**config.mk**
```make
export PLATFORM = sky130hd
export DESIGN_NAME = alu_share_arbiter
export DESIGN_NICKNAME = d
export VERILOG_FILES = /design/src/rtl/alu_share_arbiter.sv
export SDC_FILE = /design/constraint.sdc
export NUM_CORES = 1
export LEC_CHECK = 0
export CELL_PAD_IN_SITES_DETAIL_PLACEMENT = 1
export CELL_PAD_IN_SITES_GLOBAL_PLACEMENT = 1
export CORE_MARGIN = 2
export CORE_UTILIZATION = 27
export DETAILED_ROUTE_END_ITERATION = 10
export PLACE_DENSITY_LB_ADDON = 0.1
export SYNTH_ARGS = -nofsm -noshare
export SYNTH_HDL_FRONTEND = slang
export SYNTH_SLANG_ARGS = --single-unit
```
**constraint.sdc**
```tcl
create_clock -name clk -period 4.05 [get_ports clk]
set_input_delay 0.81 -clock clk [delete_from_list [all_inputs] [get_ports clk]]
set_output_delay 0.81 -clock clk [all_outputs]
set_load 0.03 [all_outputs]
```
**src/rtl/alu_share_arbiter.sv**
```systemverilog
// alu_share_arbiter: shares one external add/sub ALU between two valid/ready
// requesters with round-robin arbitration and registered operands/results.
`timescale 1ns/1ps
module alu_share_arbiter #(
  parameter int N = 32
) (
  input  logic         clk,
  input  logic         rst,
  input  logic         req0_valid,
  output logic         req0_ready,
  input  logic [N-1:0] req0_a,
  input  logic [N-1:0] req0_b,
  input  logic [1:0]   req0_op,
  output logic         resp0_valid,
  input  logic         resp0_ready,
  output logic [N-1:0] resp0_result,
  output logic         resp0_zero,
  input  logic         req1_valid,
  output logic         req1_ready,
  input  logic [N-1:0] req1_a,
  input  logic [N-1:0] req1_b,
  input  logic [1:0]   req1_op,
  output logic         resp1_valid,
  input  logic         resp1_ready,
  output logic [N-1:0] resp1_result,
  output logic         resp1_zero,
  output logic [N-1:0] alu_a,
  output logic [N-1:0] alu_b,
  output logic [1:0]   alu_control,
  input  logic [N-1:0] alu_result,
  input  logic         alu_zero,
  output logic         busy
);

  typedef enum logic [1:0] {IDLE, EXEC, RESP} state_t;

  state_t       state, state_next;
  logic         grant, prio;
  logic [N-1:0] op_a, op_b, res;
  logic [1:0]   op_ctl;
  logic         res_zero;
  logic         pick;
  logic         accept;
  logic         resp_ready_sel;
  logic [1:0]   req_op_sel;
  logic [1:0]   op_norm;

  // Contention is resolved by prio; a lone request is taken directly.
  always_comb begin
    pick = 1'b0;
    if (req0_valid && req1_valid) pick = prio;
    else                          pick = req1_valid;
  end

  assign accept         = (state == IDLE) && (req0_valid || req1_valid);
  assign resp_ready_sel = grant ? resp1_ready : resp0_ready;
  assign req_op_sel     = pick ? req1_op : req0_op;
  // Codes 1x are folded onto add so the ALU only ever sees 00 or 01.
  assign op_norm        = {1'b0, (req_op_sel == 2'b01)};

  always_comb begin
    state_next  = state;
    req0_ready  = 1'b0;
    req1_ready  = 1'b0;
    resp0_valid = 1'b0;
    resp1_valid = 1'b0;
    case (state)
      IDLE: begin
        if (req0_valid || req1_valid) begin
          req0_ready = ~pick;
          req1_ready = pick;
          state_next = EXEC;
        end
      end
      EXEC: state_next = RESP;
      RESP: begin
        resp0_valid = ~grant;
        resp1_valid = grant;
        if (resp_ready_sel) state_next = IDLE;
      end
      default: state_next = IDLE;
    endcase
  end

  always_ff @(posedge clk) begin
    if (rst) begin
      state    <= IDLE;
      grant    <= 1'b0;
      prio     <= 1'b0;
      op_a     <= '0;
      op_b     <= '0;
      op_ctl   <= 2'b00;
      res      <= '0;
      res_zero <= 1'b0;
    end else begin
      state <= state_next;
      case (state)
        IDLE: begin
          if (accept) begin
            grant  <= pick;
            op_a   <= pick ? req1_a : req0_a;
            op_b   <= pick ? req1_b : req0_b;
            op_ctl <= op_norm;
          end
        end
        EXEC: begin
          res      <= alu_result;
          res_zero <= alu_zero;
        end
        RESP: begin
          // Hand preference to the other requester once this one is served.
          if (resp_ready_sel) prio <= ~grant;
        end
        default: ;
      endcase
    end
  end

  assign alu_a        = op_a;
  assign alu_b        = op_b;
  assign alu_control  = op_ctl;
  assign resp0_result = res;
  assign resp1_result = res;
  assign resp0_zero   = res_zero;
  assign resp1_zero   = res_zero;
  assign busy         = (state != IDLE);

endmodule

```
==> results.md, run 1 <==
Power and ir drop:
- The overall power consumption is 0.00326 W.
- For this design the ratio of total power to cell area is 402 mW/mm2.
- The leakage component of the power is 2.72 nW.
- VDD sags by at most 193 uV.

Place:
- The worst setup slack before clock tree synthesis is 0.717 ns.
- The total of buffers placed on input and output ports is 306.
- The detailed placement HPWL is 13700 um.
- The congestion estimate from routability-driven global placement came to 0.775.

Routing:
- The starting DRC count in detailed routing is 330.
- The number of nets with antenna violations after routing is 0.
- The wire length per cell after detailed routing is 19.3 um.
- The first detailed-routing pass took 5 iterations.
- The post-route DRC violation count is 0.
- After detailed routing, the number of vias per cell comes to 5.19.
- For this block, the routed nets add up to 20200 um of wire.
- The number of vias in the routed layout is 5442.

Setup path:
- The family with the most delay on the worst path is buffers and inverters.
- Data arrives at the worst endpoint at 2.53 ns.
- The critical path contains buffers and inverters numbering 3 combined.
- The largest single stage delay on the critical path is 0.71 ns.
- The critical path in this run is classified as primary input to output pin.
- For the worst setup path, the data required time is 3.24 ns.
- The startpoint type of the worst setup path is a primary input.
- The worst setup path is captured at an output pin.
- The cell repeated most along the worst path is sky130_fd_sc_hd__clkdlybuf4s50_1.
- The highest fanout seen on the critical path is 4.
- The slowest stage of the critical path is the sky130_fd_sc_hd__clkdlybuf4s50_1 cell.
- The critical path goes through clkdlybuf4s50_1, nor2b_4, or3_1, inv_1, clkdlybuf4s50_1.

Outcome:
- The flow ran to the end, and the final reports show no timing, DRC or antenna violations.

Clocking:
- The count of hold buffers inserted by post-cts repair is 0.
- The sink count of the clock tree is 102.
- The H-tree depth reported by CTS is 3.
- The clock slew seen by the registers of the worst setup and hold paths is 0.06 ns.
- The TritonCTS clock tree is built.
- The later-pin clock latency in the skew report is 0.35 ns.
- Clock tree synthesis inserted a total of 9 buffers.
- The number of buffers inserted to repair setup after CTS is 0.
- The cell sitting at the root of the clock tree is a sky130_fd_sc_hd__clkbuf_16.
- The maximum buffer depth of the clock tree is 2.
- The post-cts gate resize count is 0.

Layout:
- The top cell types in the final layout, fill and taps aside, are sky130_fd_sc_hd__clkdlybuf4s50_1, sky130_fd_sc_hd__dfxtp_1, sky130_fd_sc_hd__a21oi_1.
- The number of diodes added for antenna fixing is 0.
- The net count reported at finish is 987.
- The most common library cell in the layout ignoring fill and taps is sky130_fd_sc_hd__clkdlybuf4s50_1.
- The fraction of layout cells with a size suffix above 1 is 4.15%.
- Once layout is complete, the utilization of the core stands at 45.4%.
- The synthesis-to-finish area growth is 65.8%.

GRT:
- The remaining global-route overflow is 0.
- The global-route wire length before repair is 31400 um.
- The number of antenna violations at the first check in global routing came to 1.
- The via count of the first global-routing pass came to 5536.
- The pin count of the biggest net entering global routing is 108.
- Across every metal layer, demand over resource in global routing totals 20.4%.

Timing:
- On the final layout, the worst clock skew is 0.00658 ns.
- For the pin with the worst max-slew slack, the measured transition is 1.19 ns.
- Summed over all failing endpoints, the final setup total negative slack is 0 ns.
- The final cycle utilization of the critical path is 82.4%.
- The post-route minimum period is 3.34 ns.
- Setup repair after global routing left no endpoint under its margin.
- The worst setup slack after layout is 0.712 ns.
- Setup violations remaining at the end of the flow were counted as 0.
- The hold violation total from the final report is 0.
- The count of pins over their slew limit is 0.
- The relative slew slack is 20.7%.
- The highest clock rate is 0.300 GHz.

Floorplan:
- The core outline area is 0.0178 mm2.
- The die covers 0.0192 mm2.
- The width of the die is 139 um.
- In this run the vertical extent of the chip is 139 um.
- The floorplan has 49 rows.
- The starting utilization of the core area is 27.4%.
- For this design the top-level I/O count stands at 308.

Job:
- The tool flagged a number of max-cap violations equal to 0.

Logic synthesis:
- The flop and latch count out of synthesis is 102.
- The synthesized area per cell is 8.27 um2.
- The post-synth design cell area is 0.00489 mm2.
- Yosys printed 0 warnings.
- The synthesized instance count is 591.
- Summing the sequential cell areas from Yosys gives 41.8% of the chip area.
- The synthesized netlist contains 29 unique library cells.
- The number of nets in the synthesized netlist is 762.

Hold path:
- The kind of path behind the tightest hold check is flop to flop.
-- sequential cells by signal, indices dropped and copies added (netlist names) --
| name | cells |
|---|---|
| alu_a | 32 |
| alu_b | 32 |
| resp0_result | 32 |
| state | 2 |
| alu_control | 1 |
| grant | 1 |
| prio | 1 |
| resp0_zero | 1 |
-- layout make-up --
type / count / area, um2
Fill cell: 2052 / 9740
Timing Repair Buffer: 316 / 3130
Tap cell: 229 / 287
Sequential cell: 102 / 2040
Inverter: 3 / 11.3
Clock buffer: 12 / 256
Clock inverter: 3 / 67.6
Multi-Input combinational cell: 384 / 2310
-- worst paths after layout --
kind | start | to | slack, ns | cells past startpoint
hold reg to reg | resp0_result[11]$_SDFFE_PP0N_ | resp0_result[11]$_SDFFE_PP0N_ | 0.47 | 2
hold / removal | resp0_result[11]$_SDFFE_PP0N_ | resp0_result[11]$_SDFFE_PP0N_ | 0.47 | 2
setup reg to reg | prio$_SDFFE_PP0P_ | alu_b[4]$_SDFFE_PP0P_ | 2.25 | 4
setup / recovery | req0_valid | req1_ready | 0.71 | 5
-- cell usage after synthesis --
library cell	number	area share, %
sky130_fd_sc_hd__o21ai_1	1	0.10
sky130_fd_sc_hd__nand3b_1	66	10
sky130_fd_sc_hd__a21oi_1	101	10
sky130_fd_sc_hd__nor2_1	3	0.23
sky130_fd_sc_hd__and2_1	1	0.13
sky130_fd_sc_hd__inv_2	2	0.15
sky130_fd_sc_hd__or4b_1	1	0.20
sky130_fd_sc_hd__conb_1	1	0.077
sky130_fd_sc_hd__dfxtp_1	102	42
sky130_fd_sc_hd__clkbuf_1	40	3.1
sky130_fd_sc_hd__buf_6	1	0.23
sky130_fd_sc_hd__nor2b_2	1	0.18
sky130_fd_sc_hd__nor3b_1	1	0.15
sky130_fd_sc_hd__mux2i_1	1	0.20
sky130_fd_sc_hd__nand2b_1	2	0.26
sky130_fd_sc_hd__and3b_1	2	0.36
sky130_fd_sc_hd__nor3_1	1	0.10
sky130_fd_sc_hd__nand2_1	67	5.1
sky130_fd_sc_hd__or2_1	1	0.13
sky130_fd_sc_hd__nor2b_1	2	0.26
sky130_fd_sc_hd__buf_4	34	5.2
sky130_fd_sc_hd__buf_1	2	0.15
sky130_fd_sc_hd__o21ai_0	65	6.7
sky130_fd_sc_hd__a311oi_1	64	11
sky130_fd_sc_hd__or3_1	1	0.13
sky130_fd_sc_hd__a311oi_2	1	0.31
sky130_fd_sc_hd__inv_1	1	0.077
sky130_fd_sc_hd__o21bai_1	1	0.15
sky130_fd_sc_hd__buf_2	25	2.6
-- metal layers --
metal	GRT usage [%]	vias to the layer above	routed length (um)
met5	0	-	0
met4	7.73	0	520
met3	6.13	27	1540
met2	35.7	215	10100
met1	23.4	2638	8030
li1	-	2562	-
-- power by group --
group	switching, W	total, W	internal (W)	leakage, nW
clock	0.000392	0.000966	0.000573	0.155
sequential	0.0000681	0.00118	0.00111	0.843
combinational	0.000616	0.00111	0.000497	1.73
-- worst min-delay path, cell delays in order, from the launching register on --
cell and delay, ns:
sky130_fd_sc_hd__dfxtp_1 0.32, sky130_fd_sc_hd__nand2_1 0.05, sky130_fd_sc_hd__a21oi_1 0.05
-- cells by family after synthesis --
logic type	synth area share [%]
AOI/OAI and AO/OA	29.0
and+or+nand+nor	17.4
buffers and inverters	11.5
DFF	41.8
muxes	0.205
other	0.0768
-- stage by stage --
step | instance area (um2) | hold WS (ns) | cells
floorplan | 4890 | 0.461 | 591
global placement | 7780 | 0.456 | 1034
detailed placement | 7780 | 0.465 | 1034
CTS | 8100 | 0.474 | 1049
global route | 8100 | 0.497 | 1049
finish | 8100 | 0.470 | 1049
(Power assumes the default switching activity.)
==> run 2, diff against run 1 <==
--- a/config.mk
+++ b/config.mk
@@ -8,7 +8,7 @@
 export CELL_PAD_IN_SITES_DETAIL_PLACEMENT = 1
 export CELL_PAD_IN_SITES_GLOBAL_PLACEMENT = 1
 export CORE_MARGIN = 2
-export CORE_UTILIZATION = 27
+export CORE_UTILIZATION = 23
 export DETAILED_ROUTE_END_ITERATION = 10
 export PLACE_DENSITY_LB_ADDON = 0.1
 export SYNTH_ARGS = -nofsm -noshare
==> constraint.sdc (replaced) <==
create_clock -name clk -period 2.9 [get_ports clk]
set_input_delay 0.58 -clock clk [delete_from_list [all_inputs] [get_ports clk]]
set_output_delay 0.58 -clock clk [all_outputs]
set_load 0.03 [all_outputs]
==> results.md, run 2 (synthesis gave the netlist of run 1 again) <==
GRT:
- Global routing used 18.0% of the available tracks across all layers.
- The via count of the first global-routing pass is 5556.
- The pin count of the biggest net entering global routing is 105.
- For met2 alone, demand over resource in global routing was 31.5%.
- Global routing used 5.70% of the available met3 tracks.
- The global routing met1 resource utilization is 21.0%.
- The busiest metal layer after global routing is met2.
- Summed over all layers, the global routing overflow is 0.
- The number of antenna violations at the first check in global routing is 1.
- The first global-routing pass estimated 31500 um of wire.

Timing:
- The highest clock rate is 0.420 GHz.
- The transition time at the pin with the least slew margin is 0.823 ns.
- The hold violation total from the final report is 0.
- The post-route minimum period is 2.38 ns.
- The count of pins over their slew limit came to 0.
- The minimum hold slack is 0.475 ns.
- The relative slew slack is 45.1%.
- Setup repair after global routing left no endpoint under its margin.
- The final cycle utilization of the critical path is 82.2%.
- Setup total negative slack on the finished layout was measured at 0 ns.
- The maximum clock skew at final layout is 0.00906 ns.
- Setup violations remaining at the end of the flow were counted as 0.

Setup path:
- Broken down by cell family, the worst path's largest delay share belongs to buffers and inverters.
- The number of buffers and inverters on the critical path is 1.
- The data arrival time of the critical path is 1.80 ns.
- The worst setup path is of the flop to output pin kind.
- The worst setup path is captured at an output pin.
- The signal on the critical path passes through nor3b_1, clkdlybuf4s50_1.
- The worst setup path is launched from a flop.
- The data required time of the critical path is 2.32 ns.
- The startpoint of the worst-slack reg-to-reg timing path is state[1]$_SDFFE_PP0P_.
- The largest stage delay on the critical path is 0.71 ns.
- The register-to-register setup slack is 1.06 ns.
- The critical path starts at state[1]$_SDFFE_PP0P_.
- Of all nets on the critical path, the largest fanout is 8.
- The slowest cell on the critical path is sky130_fd_sc_hd__clkdlybuf4s50_1.

Floorplan:
- The starting utilization of the core area is 23.3%.
- 308 I/O pins were placed.
- The die is 150 um wide.
- The number of placement rows is 53.
- Measured along the y axis, the die boundary spans 150 um.
- The total die area is 0.0224 mm2.
- The core region is 0.0210 mm2.

Layout:
- The most common library cell in the layout ignoring fill and taps is sky130_fd_sc_hd__clkdlybuf4s50_1.
- In the final design database the tool counted 989 nets.
- Cells with a size suffix above 1 make up 4.74% of the layout.
- Cells fill 39.2% of the core in the end.
- The finished layout holds 1098 standard cells, fillers aside.
- Relative to the synthesized area, the layout overhead comes to 67.9%.
- The post-route cell area is 0.00821 mm2.
- The top cell types in the final layout, fill and taps aside, are sky130_fd_sc_hd__clkdlybuf4s50_1, sky130_fd_sc_hd__dfxtp_1, sky130_fd_sc_hd__a21oi_1.
- The number of diodes added for antenna fixing is 0.

Place:
- Routability-driven placement finished with a final weighted congestion of 0.793.
- The total of buffers placed on input and output ports is 306.
- The wire-length estimate of the detail-placed layout is 14400 um.
- Counting tap cells, the placed design contains a total of 1082 instances.
- The placed instances occupy a cell area of 0.00789 mm2.

Hold path:
- The kind of path behind the tightest hold check is flop to flop.
- The launch point of the worst hold path is resp0_result[26]$_SDFFE_PP0N_.

Routing:
- The wire length per cell after detailed routing is 19.2 um.
- Before antenna repair, the detailed router went through 4 iterations.
- The starting DRC count in detailed routing is 203.
- In the routed design, unresolved DRC markers number 0.
- The detail route stage leaves a number of antenna-violating nets equal to 0.
- Summing over every cut layer, the via total after detailed routing is 5384.
- Dividing the detail-routed via count by the number of cells gives 4.90.
- The detailed-route wire length is 21100 um.

Clocking:
- TritonCTS built the clock tree.
- After clock tree synthesis, the repair step resized 0 gates.
- The cell at the root of the clock tree is sky130_fd_sc_hd__clkbuf_16.
- Clock tree synthesis inserted a total of 9 buffers.
- The sink count of the clock tree is 102.
- The H-tree depth reported by CTS is 3.
- The longest clock path from root to sink contains 2 buffers.
- For the worst-skew pair, the clock arrives at the later sink with an insertion delay of 0.35 ns.
- The count of hold buffers inserted by post-cts repair is 0.
- The clock slew seen by the registers of the worst setup and hold paths is 0.08 ns.
- Once the clock tree was built, the setup fixing pass inserted 0 buffers.

Outcome:
- The flow ran to the end, and the final reports show no timing, DRC or antenna violations.

Power and ir drop:
- The highest ir drop seen on vdd is 331 uV.
- The total power density per cell area is 551 mW/mm2.
- The leakage component of the power is 2.75 nW.

Job:
- Across the run, the number of max-cap violations was 0.
==> run 2: worst reg2reg max path: cells and delay by family, from the launching register on <==
kind | cells | cell delay (ns)
AO/OA/AOI/OAI | 1 | 0.27
buffers and inverters | 2 | 0.73
flip-flops | 1 | 0.40
AND/OR/NAND/NOR | 2 | 0.26
==> run 2: final timing paths <==
kind / endpoint / cells after the start
max: resp0_valid / 2
min: resp0_result[26]$_SDFFE_PP0N_ / 2
max reg2reg: alu_b[18]$_SDFFE_PP0P_ / 5
min reg2reg: resp0_result[26]$_SDFFE_PP0N_ / 2
==> run 2: power breakdown <==
part / internal (W) / switching [W]
clock: 0.000722 / 0.000574
sequential: 0.00155 / 0.0000983
combinational: 0.000703 / 0.000868
==> run 2: stage by stage <==
| step | total power (W) | worst slack (ns) |
|---|---|---|
| 5_1_grt | 0.00474 | 0.423 |
| 4_1_cts | 0.00458 | 0.481 |
| 3_3_place_gp | 0.00324 | 0.522 |
| 6_report | 0.00452 | 0.516 |
| 2_1_floorplan | 0.00254 | 0.830 |
| 3_5_place_dp | 0.00327 | 0.466 |
==> run 2: cell type report <==
type                            count  area [um2]
Tap cell                          275         344
Timing Repair Buffer              318        3190
Clock buffer                       12         256
Clock inverter                      4        55.1
Multi-Input combinational cell    384        2310
Inverter                            3        11.3
Fill cell                        2421       12700
Sequential cell                   102        2040
==> run 2: layer usage <==
metal	vias up	share of wire [%]
li1	2576	-
met1	2589	42
met2	201	48
met3	18	8.4
met4	0	1.5
met5	-	0
==> run 3, diff against run 2 <==
--- a/config.mk
+++ b/config.mk
@@ -8,7 +8,7 @@
 export CELL_PAD_IN_SITES_DETAIL_PLACEMENT = 1
 export CELL_PAD_IN_SITES_GLOBAL_PLACEMENT = 1
 export CORE_MARGIN = 2
-export CORE_UTILIZATION = 23
+export CORE_UTILIZATION = 25
 export DETAILED_ROUTE_END_ITERATION = 10
 export PLACE_DENSITY_LB_ADDON = 0.1
 export SYNTH_ARGS = -nofsm -noshare
==> constraint.sdc (replaced) <==
create_clock -name clk -period 2.3 [get_ports clk]
set_input_delay 0.46 -clock clk [delete_from_list [all_inputs] [get_ports clk]]
set_output_delay 0.46 -clock clk [all_outputs]
set_load 0.03 [all_outputs]
==> results.md, run 3 (synthesis gave the netlist of run 1 again) <==
Layout:
- In the final layout, the share of cells above drive strength 1 is 5.32%.
- The top cell types in the final layout, fill and taps aside, are sky130_fd_sc_hd__clkdlybuf4s50_1, sky130_fd_sc_hd__dfxtp_1, sky130_fd_sc_hd__a21oi_1.
- Compared with the post-synthesis result, the final layout area differs by 68.2%.
- The number of diodes added for antenna fixing is 0.
- The multi-input combinational cells in the finished layout cover a total of 0.00231 mm2.
- The most common library cell in the layout ignoring fill and taps is sky130_fd_sc_hd__clkdlybuf4s50_1.
- The filler cell count is 2243.
- Summing all flip-flop and latch instances after layout gives 0.00204 mm2.
- The net count reported at finish is 993.
- The post-route cell area is 0.00822 mm2.

Power and ir drop:
- The overall power consumption is 0.00569 W.
- The switching fraction of total power is 34.7%.
- The share of total power dissipated in the clock network is 28.4%.
- The power spent charging and discharging nets is 0.00198 W.
- Dividing total power by cell area gives a power density of 693 mW/mm2.
- The internal portion of the total power is 0.00372 W.
- The proportion of power drawn by combinational gates is 35.1%.
- VDD sags by at most 327 uV.
- For this design the static power due to leakage is 2.80 nW.
- Of the total power, registers draw 36.6%.

Timing:
- The final setup violation count is 0.
- The count of pins over their slew limit is 0.
- After layout, the worst path uses 95.4% of the clock period.
- The relative slew slack is 43.5%.
- The highest clock rate is 0.456 GHz.
- For the pin with the worst max-slew slack, the measured transition is 0.847 ns.
- Setup repair after global routing left no endpoint under its margin.
- Once routing completed, OpenROAD measured the worst setup slack at 0.107 ns.
- The maximum clock skew at final layout is 0.0126 ns.
- After routing, the total negative slack on setup checks comes to 0 ns.
- After layout, the minimum clock period comes to 2.19 ns.
- The hold violation total from the final report is 0.

Floorplan:
- During I/O placement, the number of pins put on the boundary was 308.
- The total die area is 0.0207 mm2.
- The starting utilization of the core area is 25.3%.
- The core outline area is 0.0193 mm2.
- The floorplan has 51 rows.
- The die span in y is 144 um.
- From left edge to right edge, the die measures 144 um.

Clocking:
- TritonCTS built the clock tree.
- The number of buffers inserted to repair setup after CTS is 0.
- The tree built by TritonCTS fans out to 102 sinks.
- At the later pin of the worst-skew pair, clock insertion delay measures 0.35 ns.
- The number of buffers created by CTS is 9.
- The maximum buffer depth of the clock tree is 2.
- After clock tree synthesis, the clock-pin slew on the worst setup and hold paths is 0.08 ns.
- Clock tree synthesis selected as its root buffer the cell sky130_fd_sc_hd__clkbuf_16.
- The H-tree depth reported by CTS is 3.

Job:
- The count of maximum capacitance violations is 0.

Setup path:
- STA puts the critical path data required time at 1.84 ns.
- The startpoint-to-endpoint class of the critical path is flop to output pin.
- Along the worst path, the maximum fanout reaches 8.
- In this run the worst setup path begins at state[1]$_SDFFE_PP0P_.
- The data arrival time of the critical path is 1.73 ns.
- The startpoint of the worst-slack reg-to-reg timing path is state[1]$_SDFFE_PP0P_.
- STA classifies the critical path startpoint as a flop.
- The worst setup path is captured at an output pin.

GRT:
- For this run the aggregate overflow at the end of global routing stands at 0.
- The via count of the first global-routing pass is 5595.
- For this run, global-route usage on met2 was measured as 33.1%.
- In the global route stage, met1 resource usage came out at 22.3%.
- Entering global routing, the biggest net connects 91 pins.
- Global routing consumed, on the met3 layer, 6.10% of the routing resources.
- The global-route wire length before repair is 30900 um.
- The number of antenna violations at the first check in global routing is 0.
- The aggregate global-route resource usage is 19.2%.
- The busiest metal layer after global routing is met2.

Routing:
- For this block, the routed nets add up to 20800 um of wire.
- The number of vias in the routed layout is 5482.
- The first routing iteration left 291 violations.
- In the final routed layout, each cell accounts on average for 19.1 um.
- The number of nets with antenna violations after routing is 0.
- The mean number of vias per cell is 5.02.
- After detailed routing, the number of remaining DRC violations is 0.
- The number of detailed-route iterations in the first pass is 4.

Place:
- Prior to clock tree synthesis, the placed netlist has a worst setup slack of 0.166 ns.
- The cell area after placement is 0.00791 mm2.
- The total of buffers placed on input and output ports is 306.
- The wire-length estimate of the detail-placed layout is 14600 um.
- The routability congestion estimate is 0.750.

Outcome:
- The run finished with clean final reports.

Hold path:
- The min-delay analysis places its worst path in the category flop to flop.
- In this run the most critical hold path is launched from resp0_result[13]$_SDFFE_PP0N_.
-- run 3: worst paths after layout --
| kind | end | slack [ns] | cells after the start |
|---|---|---|---|
| max | busy | 0.11 | 3 |
| min | resp0_result[13]$_SDFFE_PP0N_ | 0.47 | 2 |
| min reg2reg | resp0_result[13]$_SDFFE_PP0N_ | 0.47 | 2 |
| max reg2reg | alu_b[14]$_SDFFE_PP0P_ | 0.46 | 4 |
-- run 3: stage by stage --
stage                     utilization (%)  hold WS, ns  std cells
after CTS                            42.5        0.476       1092
final                                42.5        0.468       1092
after global routing                 42.5        0.498       1092
after floorplan                         -        0.461        591
after detailed placement             40.9        0.464       1076
after global placement               40.9        0.456       1076
-- run 3: timing repair --
item | CTS | global route
setup endpoints to repair | 0 | 2
hold buffers | 0 | 0
endpoints found under the hold margin | 0 | 0
gates resized for setup | 0 | 2
-- run 3: critical path, cell delays in order, from the launching register on --
cell and delay (ns):
sky130_fd_sc_hd__dfxtp_1 0.50, sky130_fd_sc_hd__nor2_4 0.08, sky130_fd_sc_hd__inv_2 0.12, sky130_fd_sc_hd__clkdlybuf4s50_1 0.70
-- run 3: area by class of cell --
cell class	instances	area share, %
inverter	3	0.137
tap	265	4.03
sequential	102	24.8
clock inverter	7	0.959
timing repair buffer	322	39.2
clock buffer	9	2.74
multi-input combinational	384	28.1
-- run 3: power groups by stage --
stage / sequential [W] / combinational, W / clock [W]
global route: 0.00211 / 0.00213 / 0.00174
finish: 0.00208 / 0.00200 / 0.00162
global placement: 0.00211 / 0.00199 / 0
floorplan: 0.00246 / 0.000741 / 0
CTS: 0.00208 / 0.00202 / 0.00167
detailed placement: 0.00212 / 0.00202 / 0
-- run 3: metal layers --
layer	part of all wire, %	up-vias
met5	0	-
met4	2.3	0
met3	8.6	30
met2	48	233
met1	41	2632
li1	-	2587
